`src/rtl/sprite_mover.sv`:
```
// sprite_mover: holds one square sprite's centre position and moves it on a
// divided move tick from four active-low buttons. It clamps the sprite to the
// visible area and supports optional gravity, respawn, step/auto-repeat mode
// and a landed flag. It also answers a registered "pixel inside sprite" query
// for the pixel generator.
//
// Ports:
//   clk        system/pixel clock
//   resetn     asynchronous active-low reset
//   btn_n      active-low buttons: [0] left, [1] right, [2] up, [3] down
//   mode       0 = continuous move while held, 1 = step with auto-repeat
//   grav_en    1 = sprite falls by STEP every GRAV_DIV move ticks
//   respawn    synchronous pulse, reloads the initial position
//   pix_x/y    pixel being drawn
//   in_sprite  hit result for the previous cycle's pixel
//   sprite_x/y current sprite centre
//   landed     1 while sprite_y sits on the bottom limit
//   tick       one-cycle pulse per move tick
//
// Step-mode FSM:
//   state  | meaning
//   IDLE   | no button held, next press moves at once
//   DELAY  | press accepted, counting ticks before auto-repeat
//   REPEAT | auto-repeat, move on every tick while press is unchanged
module sprite_mover #(
  parameter int X_W        = 10,
  parameter int Y_W        = 9,
  parameter int H_RES      = 640,
  parameter int V_RES      = 480,
  parameter int HALF       = 25,
  parameter int X_INIT     = 320,
  parameter int Y_INIT     = 240,
  parameter int STEP       = 1,
  parameter int TICK_DIV   = 100000,
  parameter int REPEAT_DLY = 8,
  parameter int GRAV_DIV   = 16
) (
  input  logic           clk,
  input  logic           resetn,
  input  logic [3:0]     btn_n,
  input  logic           mode,
  input  logic           grav_en,
  input  logic           respawn,
  input  logic [X_W-1:0] pix_x,
  input  logic [Y_W-1:0] pix_y,
  output logic           in_sprite,
  output logic [X_W-1:0] sprite_x,
  output logic [Y_W-1:0] sprite_y,
  output logic           landed,
  output logic           tick
);

  localparam int CNT_W = (TICK_DIV > 1) ? $clog2(TICK_DIV) : 1;
  localparam int RPT_W = (REPEAT_DLY > 1) ? $clog2(REPEAT_DLY) : 1;
  localparam int GRV_W = (GRAV_DIV > 1) ? $clog2(GRAV_DIV) : 1;

  localparam logic [CNT_W-1:0] CNT_LAST = CNT_W'(TICK_DIV - 1);
  localparam logic [RPT_W-1:0] RPT_LAST = RPT_W'(REPEAT_DLY - 1);
  localparam logic [GRV_W-1:0] GRV_LAST = GRV_W'(GRAV_DIV - 1);

  // Signed working copies, one bit wider than the coordinates
  localparam logic signed [X_W:0] X_MIN_S  = (X_W+1)'(HALF);
  localparam logic signed [X_W:0] X_MAX_S  = (X_W+1)'(H_RES - HALF);
  localparam logic signed [X_W:0] X_STEP_S = (X_W+1)'(STEP);
  localparam logic signed [X_W:0] X_HALF_S = (X_W+1)'(HALF);
  localparam logic signed [Y_W:0] Y_MIN_S  = (Y_W+1)'(HALF);
  localparam logic signed [Y_W:0] Y_MAX_S  = (Y_W+1)'(V_RES - HALF);
  localparam logic signed [Y_W:0] Y_STEP_S = (Y_W+1)'(STEP);
  localparam logic signed [Y_W:0] Y_HALF_S = (Y_W+1)'(HALF);

  typedef enum logic [1:0] {IDLE, DELAY, REPEAT} state_t;

  state_t           state, state_nxt;
  logic [RPT_W-1:0] rpt, rpt_nxt;
  logic [3:0]       last_press, last_nxt;
  logic [CNT_W-1:0] cnt;
  logic [GRV_W-1:0] gcnt;
  logic [3:0]       press;
  logic             move_ok;
  logic             grav_force;
  logic             go_left, go_right, go_up, go_down;
  logic signed [X_W:0] sx_w, x_cand, px_w;
  logic signed [Y_W:0] sy_w, y_cand, py_w;
  logic [X_W-1:0]   x_next;
  logic [Y_W-1:0]   y_next;

  assign press = ~btn_n;

  // Tick divider
  always_ff @(posedge clk or negedge resetn) begin
    if (!resetn) begin
      cnt  <= '0;
      tick <= 1'b0;
    end else begin
      cnt  <= (cnt == CNT_LAST) ? '0 : cnt + 1'b1;
      tick <= (cnt == CNT_LAST);
    end
  end

  // Step-mode FSM: the next-state logic assumes a tick, and the registers
  // only load on tick cycles. Continuous mode parks the FSM in IDLE.
  always_comb begin
    state_nxt = state;
    rpt_nxt   = rpt;
    last_nxt  = last_press;
    move_ok   = 1'b0;
    if (!mode) begin
      move_ok   = 1'b1;
      state_nxt = IDLE;
      rpt_nxt   = '0;
    end else begin
      case (state)
        IDLE: begin
          if (press != 4'b0) begin
            move_ok   = 1'b1;
            state_nxt = DELAY;
            rpt_nxt   = '0;
            last_nxt  = press;
          end
        end
        DELAY: begin
          if (press == 4'b0) begin
            state_nxt = IDLE;
          end else if (press != last_press) begin
            move_ok  = 1'b1;
            rpt_nxt  = '0;
            last_nxt = press;
          end else if (rpt == RPT_LAST) begin
            move_ok   = 1'b1;
            state_nxt = REPEAT;
          end else begin
            rpt_nxt = rpt + 1'b1;
          end
        end
        REPEAT: begin
          if (press == 4'b0) begin
            state_nxt = IDLE;
          end else if (press != last_press) begin
            move_ok   = 1'b1;
            state_nxt = DELAY;
            rpt_nxt   = '0;
            last_nxt  = press;
          end else begin
            move_ok = 1'b1;
          end
        end
        default: state_nxt = IDLE;
      endcase
    end
  end

  always_ff @(posedge clk or negedge resetn) begin
    if (!resetn) begin
      state      <= IDLE;
      rpt        <= '0;
      last_press <= 4'b0;
    end else if (respawn) begin
      state      <= IDLE;
      rpt        <= '0;
      last_press <= 4'b0;
    end else if (tick) begin
      state      <= state_nxt;
      rpt        <= rpt_nxt;
      last_press <= last_nxt;
    end
  end

  // Gravity counter
  assign grav_force = grav_en && (gcnt == GRV_LAST);

  always_ff @(posedge clk or negedge resetn) begin
    if (!resetn) begin
      gcnt <= '0;
    end else if (respawn || !grav_en) begin
      gcnt <= '0;
    end else if (tick) begin
      gcnt <= (gcnt == GRV_LAST) ? '0 : gcnt + 1'b1;
    end
  end

  // Opposing buttons cancel. Gravity merges with a held down button into a
  // single step and cancels against a held up button.
  assign go_left  = move_ok && press[0] && !press[1];
  assign go_right = move_ok && press[1] && !press[0];
  assign go_up    = move_ok && press[2] && !press[3];
  assign go_down  = (move_ok && press[3] && !press[2]) || grav_force;

  assign sx_w = $signed({1'b0, sprite_x});
  assign sy_w = $signed({1'b0, sprite_y});

  always_comb begin
    x_cand = sx_w;
    if (go_left)  x_cand = sx_w - X_STEP_S;
    if (go_right) x_cand = sx_w + X_STEP_S;
    if (x_cand < X_MIN_S)      x_next = X_W'(HALF);
    else if (x_cand > X_MAX_S) x_next = X_W'(H_RES - HALF);
    else                       x_next = x_cand[X_W-1:0];
  end

  always_comb begin
    y_cand = sy_w;
    if (go_up && !go_down) y_cand = sy_w - Y_STEP_S;
    if (go_down && !go_up) y_cand = sy_w + Y_STEP_S;
    if (y_cand < Y_MIN_S)      y_next = Y_W'(HALF);
    else if (y_cand > Y_MAX_S) y_next = Y_W'(V_RES - HALF);
    else                       y_next = y_cand[Y_W-1:0];
  end

  // Position, landed flag and hit query
  assign px_w = $signed({1'b0, pix_x});
  assign py_w = $signed({1'b0, pix_y});

  always_ff @(posedge clk or negedge resetn) begin
    if (!resetn) begin
      sprite_x  <= X_W'(X_INIT);
      sprite_y  <= Y_W'(Y_INIT);
      landed    <= 1'b0;
      in_sprite <= 1'b0;
    end else begin
      if (respawn) begin
        sprite_x <= X_W'(X_INIT);
        sprite_y <= Y_W'(Y_INIT);
      end else if (tick) begin
        sprite_x <= x_next;
        sprite_y <= y_next;
      end
      // Respawn always lifts the sprite off the floor, so drop the flag now
      landed    <= respawn ? 1'b0 : (sprite_y == Y_W'(V_RES - HALF));
      in_sprite <= (px_w > sx_w - X_HALF_S) && (px_w < sx_w + X_HALF_S) &&
                   (py_w > sy_w - Y_HALF_S) && (py_w < sy_w + Y_HALF_S);
    end
  end

endmodule
```
`config.mk`:
```
export PLATFORM = sky130hd
export DESIGN_NAME = sprite_mover
export DESIGN_NICKNAME = d
export VERILOG_FILES = /design/src/rtl/sprite_mover.sv
export SDC_FILE = /design/constraint.sdc
export NUM_CORES = 1
export LEC_CHECK = 0
export BUFFER_PORTS_ARGS = -buffer_cell sky130_fd_sc_hd__buf_2
export CORE_ASPECT_RATIO = 1.75
export CORE_MARGIN = 3
export CORE_UTILIZATION = 60
export CTS_CLUSTER_SIZE = 40
export DETAILED_ROUTE_END_ITERATION = 10
export PLACE_DENSITY = 0.83
export REMOVE_ABC_BUFFERS = 1
export SYNTH_ARGS = -nofsm -noshare
export SYNTH_HDL_FRONTEND = slang
export SYNTH_SLANG_ARGS = --single-unit
```
`constraint.sdc`:
```
create_clock -name clk -period 3.6 [get_ports clk]
set_input_delay 0.54 -clock clk [delete_from_list [all_inputs] [get_ports clk]]
set_output_delay 0.54 -clock clk [all_outputs]
set_load 0.02 [all_outputs]
```
==> impl_metrics.json <==
{
  "status": "completed",
  "start_util": 0.622,
  "ys_ff_latch": 52,
  "dieArea_sq_um": 10300,
  "synth_top_family_by_area": "simple AND/OR/NAND/NOR gates",
  "grt_pass1_vias": 5427,
  "finalClockSkew_ps": 9.78,
  "core-area_sq_um": 8780,
  "syn_area_per_cell_sq_um": 8.27,
  "syn-instance-count": 660,
  "worst_setup_path_end_kind": "flip-flop",
  "rows": 45,
  "yosysWarnings": 0,
  "final_common_cell": "nand2_1",
  "drv_slew": 0,
  "synthAdderAreaFrac": 0.110,
  "die_h_um": 132,
  "grt_pass1_wl_mm": 25.9,
  "cp-start-kind": "flip-flop",
  "rsz0062_at_grt": "no",
  "h-tree-depth": 2,
  "drc": 0,
  "drtAntennaViolNets": 0,
  "clkTransAtPathRegs_ps": 70,
  "drv_cap": 0,
  "cts_tree": "built",
  "fillCellCount": 760,
  "fmaxAchievable_mhz": 300,
  "dp.cells": 816,
  "ys.flop_type": "dfrtp_1",
  "synth.mux.area_fraction": 0.0133,
  "synth_compound_area_frac": 0.239,
  "hold_violations": 0,
  "power_density_nw_per_um2": 232,
  "netlist_area_sq_um": 5460,
  "synth-xor-area-share": 0.0976,
  "synth.top_cell.area_share": 0.211,
  "vias": 5398,
  "final_cell_count_no_fill": 828,
  "synth_area_leaders": "dfrtp_1 21%, ha_1 11%, nand2_1 5.4%",
  "relSlewSlack": 0.558,
  "area_growth_pct": 12.1,
  "grt.total_usage": 0.312,
  "critPathArrivalTime_ps": 3510,
  "async_flop_share": 1.00,
  "clockBufferDepth": 2,
  "utilization": 0.697,
  "p_leak_uw": 0.00253,
  "grt_max_degree": 33,
  "grt_overflow": 0,
  "fin_crit_ps": 3340,
  "worst_pin_slew_ps": 663,
  "dp_hpwl_mm": 12.4,
  "cts_hold_buf": 0,
  "die_w_um": 78.1,
  "portBuffers": 49,
  "synth_cell_types": 91,
  "avgRoutedWirePerCell_um": 19.5,
  "yosysTopAreaCell": "dfrtp_1",
  "ys_seq_area_frac": 0.240,
  "layout_common_cells": "79 x nand2_1, 54 x nor2_1, 49 x buf_2, 48 x ha_1, 46 x dfrtp_1",
  "numCtsBuffers": 5,
  "nets": 786,
  "synth_edf_count": 0,
  "hold_class": "input port to asynchronous set/reset pin",
  "worstSetupPathType": "flip-flop to flip-flop",
  "drtIter0Drc": 466,
  "clock_sinks": 52,
  "clock_latency_ps": 300,
  "clockRootBuffer": "clkbuf_16",
  "tns_ps": 0,
  "io_pins": 50,
  "crit_required_ps": 3770,
  "cp_max_fo": 8,
  "post-route-period-util": 0.927,
  "drive_gt1_frac": 0.186,
  "antennaDiodeCount": 0,
  "antenna_found_initial": 0,
  "via_per_inst": 6.52,
  "ir_drop_v": 0.000348,
  "wl_mm": 16.2,
  "gp_congestion": 1.03,
  "synth-simple-area-share": 0.255,
  "setup_viol": 0,
  "firstDrtPassIters": 7
}
-- worst paths after layout --
path,from,to,slack (ps),cells after the start
max,rpt[0],sprite_y[2],260,10
min,resetn,last_press[0],200,1
min in group clk,cnt[4],cnt[4],470,1
min reg2reg,cnt[4],cnt[4],470,1
max in group asynchronous,resetn,sprite_y[6],2550,2
max reg2reg,rpt[0],sprite_y[2],260,10
-- Yosys cell counts, types with 15 or more instances --
| master | number |
|---|---|
| nand2_1 | 79 |
| nor2_1 | 55 |
| ha_1 | 48 |
| dfrtp_1 | 46 |
| xnor2_1 | 32 |
| a21oi_1 | 31 |
| xor2_1 | 27 |
| nand3_1 | 23 |
| clkbuf_1 | 21 |
| o21ai_0 | 21 |
| o21a_1 | 19 |
| inv_1 | 17 |
| or3_1 | 15 |
-- worst max-delay path, cell delays in order (launching register included) --
cell      delay (ps)
dfrtp_1          390
ha_1             210
ha_1             260
or4b_4           650
o21ai_2          320
nor2_1           150
or2_2            290
o211ai_1         350
o221ai_1         270
a21oi_1          190
o221ai_1         130
-- kinds of logic (layout without fill, tap and decap cells) --
family,count (synthesis),after routing
AOI/OAI and AO/OA,172,173
xor gates and xnor gates,60,60
adders and majority gates,48,48
buffers and inverters,56,106
DFF,52,52
muxes,7,7
and+or+nand+nor,265,265
-- through the flow --
| stage | setup slack (ps) | hold WS (ps) | power, uW | cell area [sq um] |
|---|---|---|---|---|
| final | 262 | 200 | 1420 | 6120 |
| after global routing | 50.1 | 236 | 1470 | 6120 |
| after CTS | 132 | 217 | 1420 | 6060 |
| after detailed placement | 142 | 458 | 842 | 5880 |
| after global placement | 214 | 460 | 834 | 5880 |
| after floorplan | 412 | 244 | 751 | 5280 |
-- timing repair --
action,4_1_cts,5_1_grt
setup endpoints to repair,0,7
buffers inserted,0,3
gates resized for setup,0,4
-- report_power, final --
group	switching, uW	internal [uW]	total (uW)
combinational	154	98.3	252
clock	227	349	576
sequential	4.30	590	594
-- layer usage --
layer  global-route usage  vias up  routed length (um)
met5                    0        -                   0
met4                0.183        0                 971
met3               0.0335       73                 728
met2                0.585      236                8690
met1                0.325     2554                5780
li1                     -     2535                   -
-- area by class of cell --
cell class | instances | area (sq um) | area share
multi-input combinational | 553 | 3930 | 0.642
sequential | 52 | 1310 | 0.214
timing repair buffer | 80 | 490 | 0.0802
tap | 117 | 146 | 0.0239
clock buffer | 6 | 139 | 0.0227
inverter | 18 | 67.6 | 0.0110
clock inverter | 2 | 38.8 | 0.00634
-- state kept, by name (all words and copies together), names as in the netlist --
| name | cells |
|---|---|
| gcnt | 4 |
| last_press | 4 |
| cnt | 17 |
| in_sprite | 1 |
| tick | 1 |
| state | 2 |
| sprite_x | 10 |
| rpt | 3 |
| landed | 1 |
| sprite_y | 9 |
No activity file was read; power rests on OpenSTA's default activity.
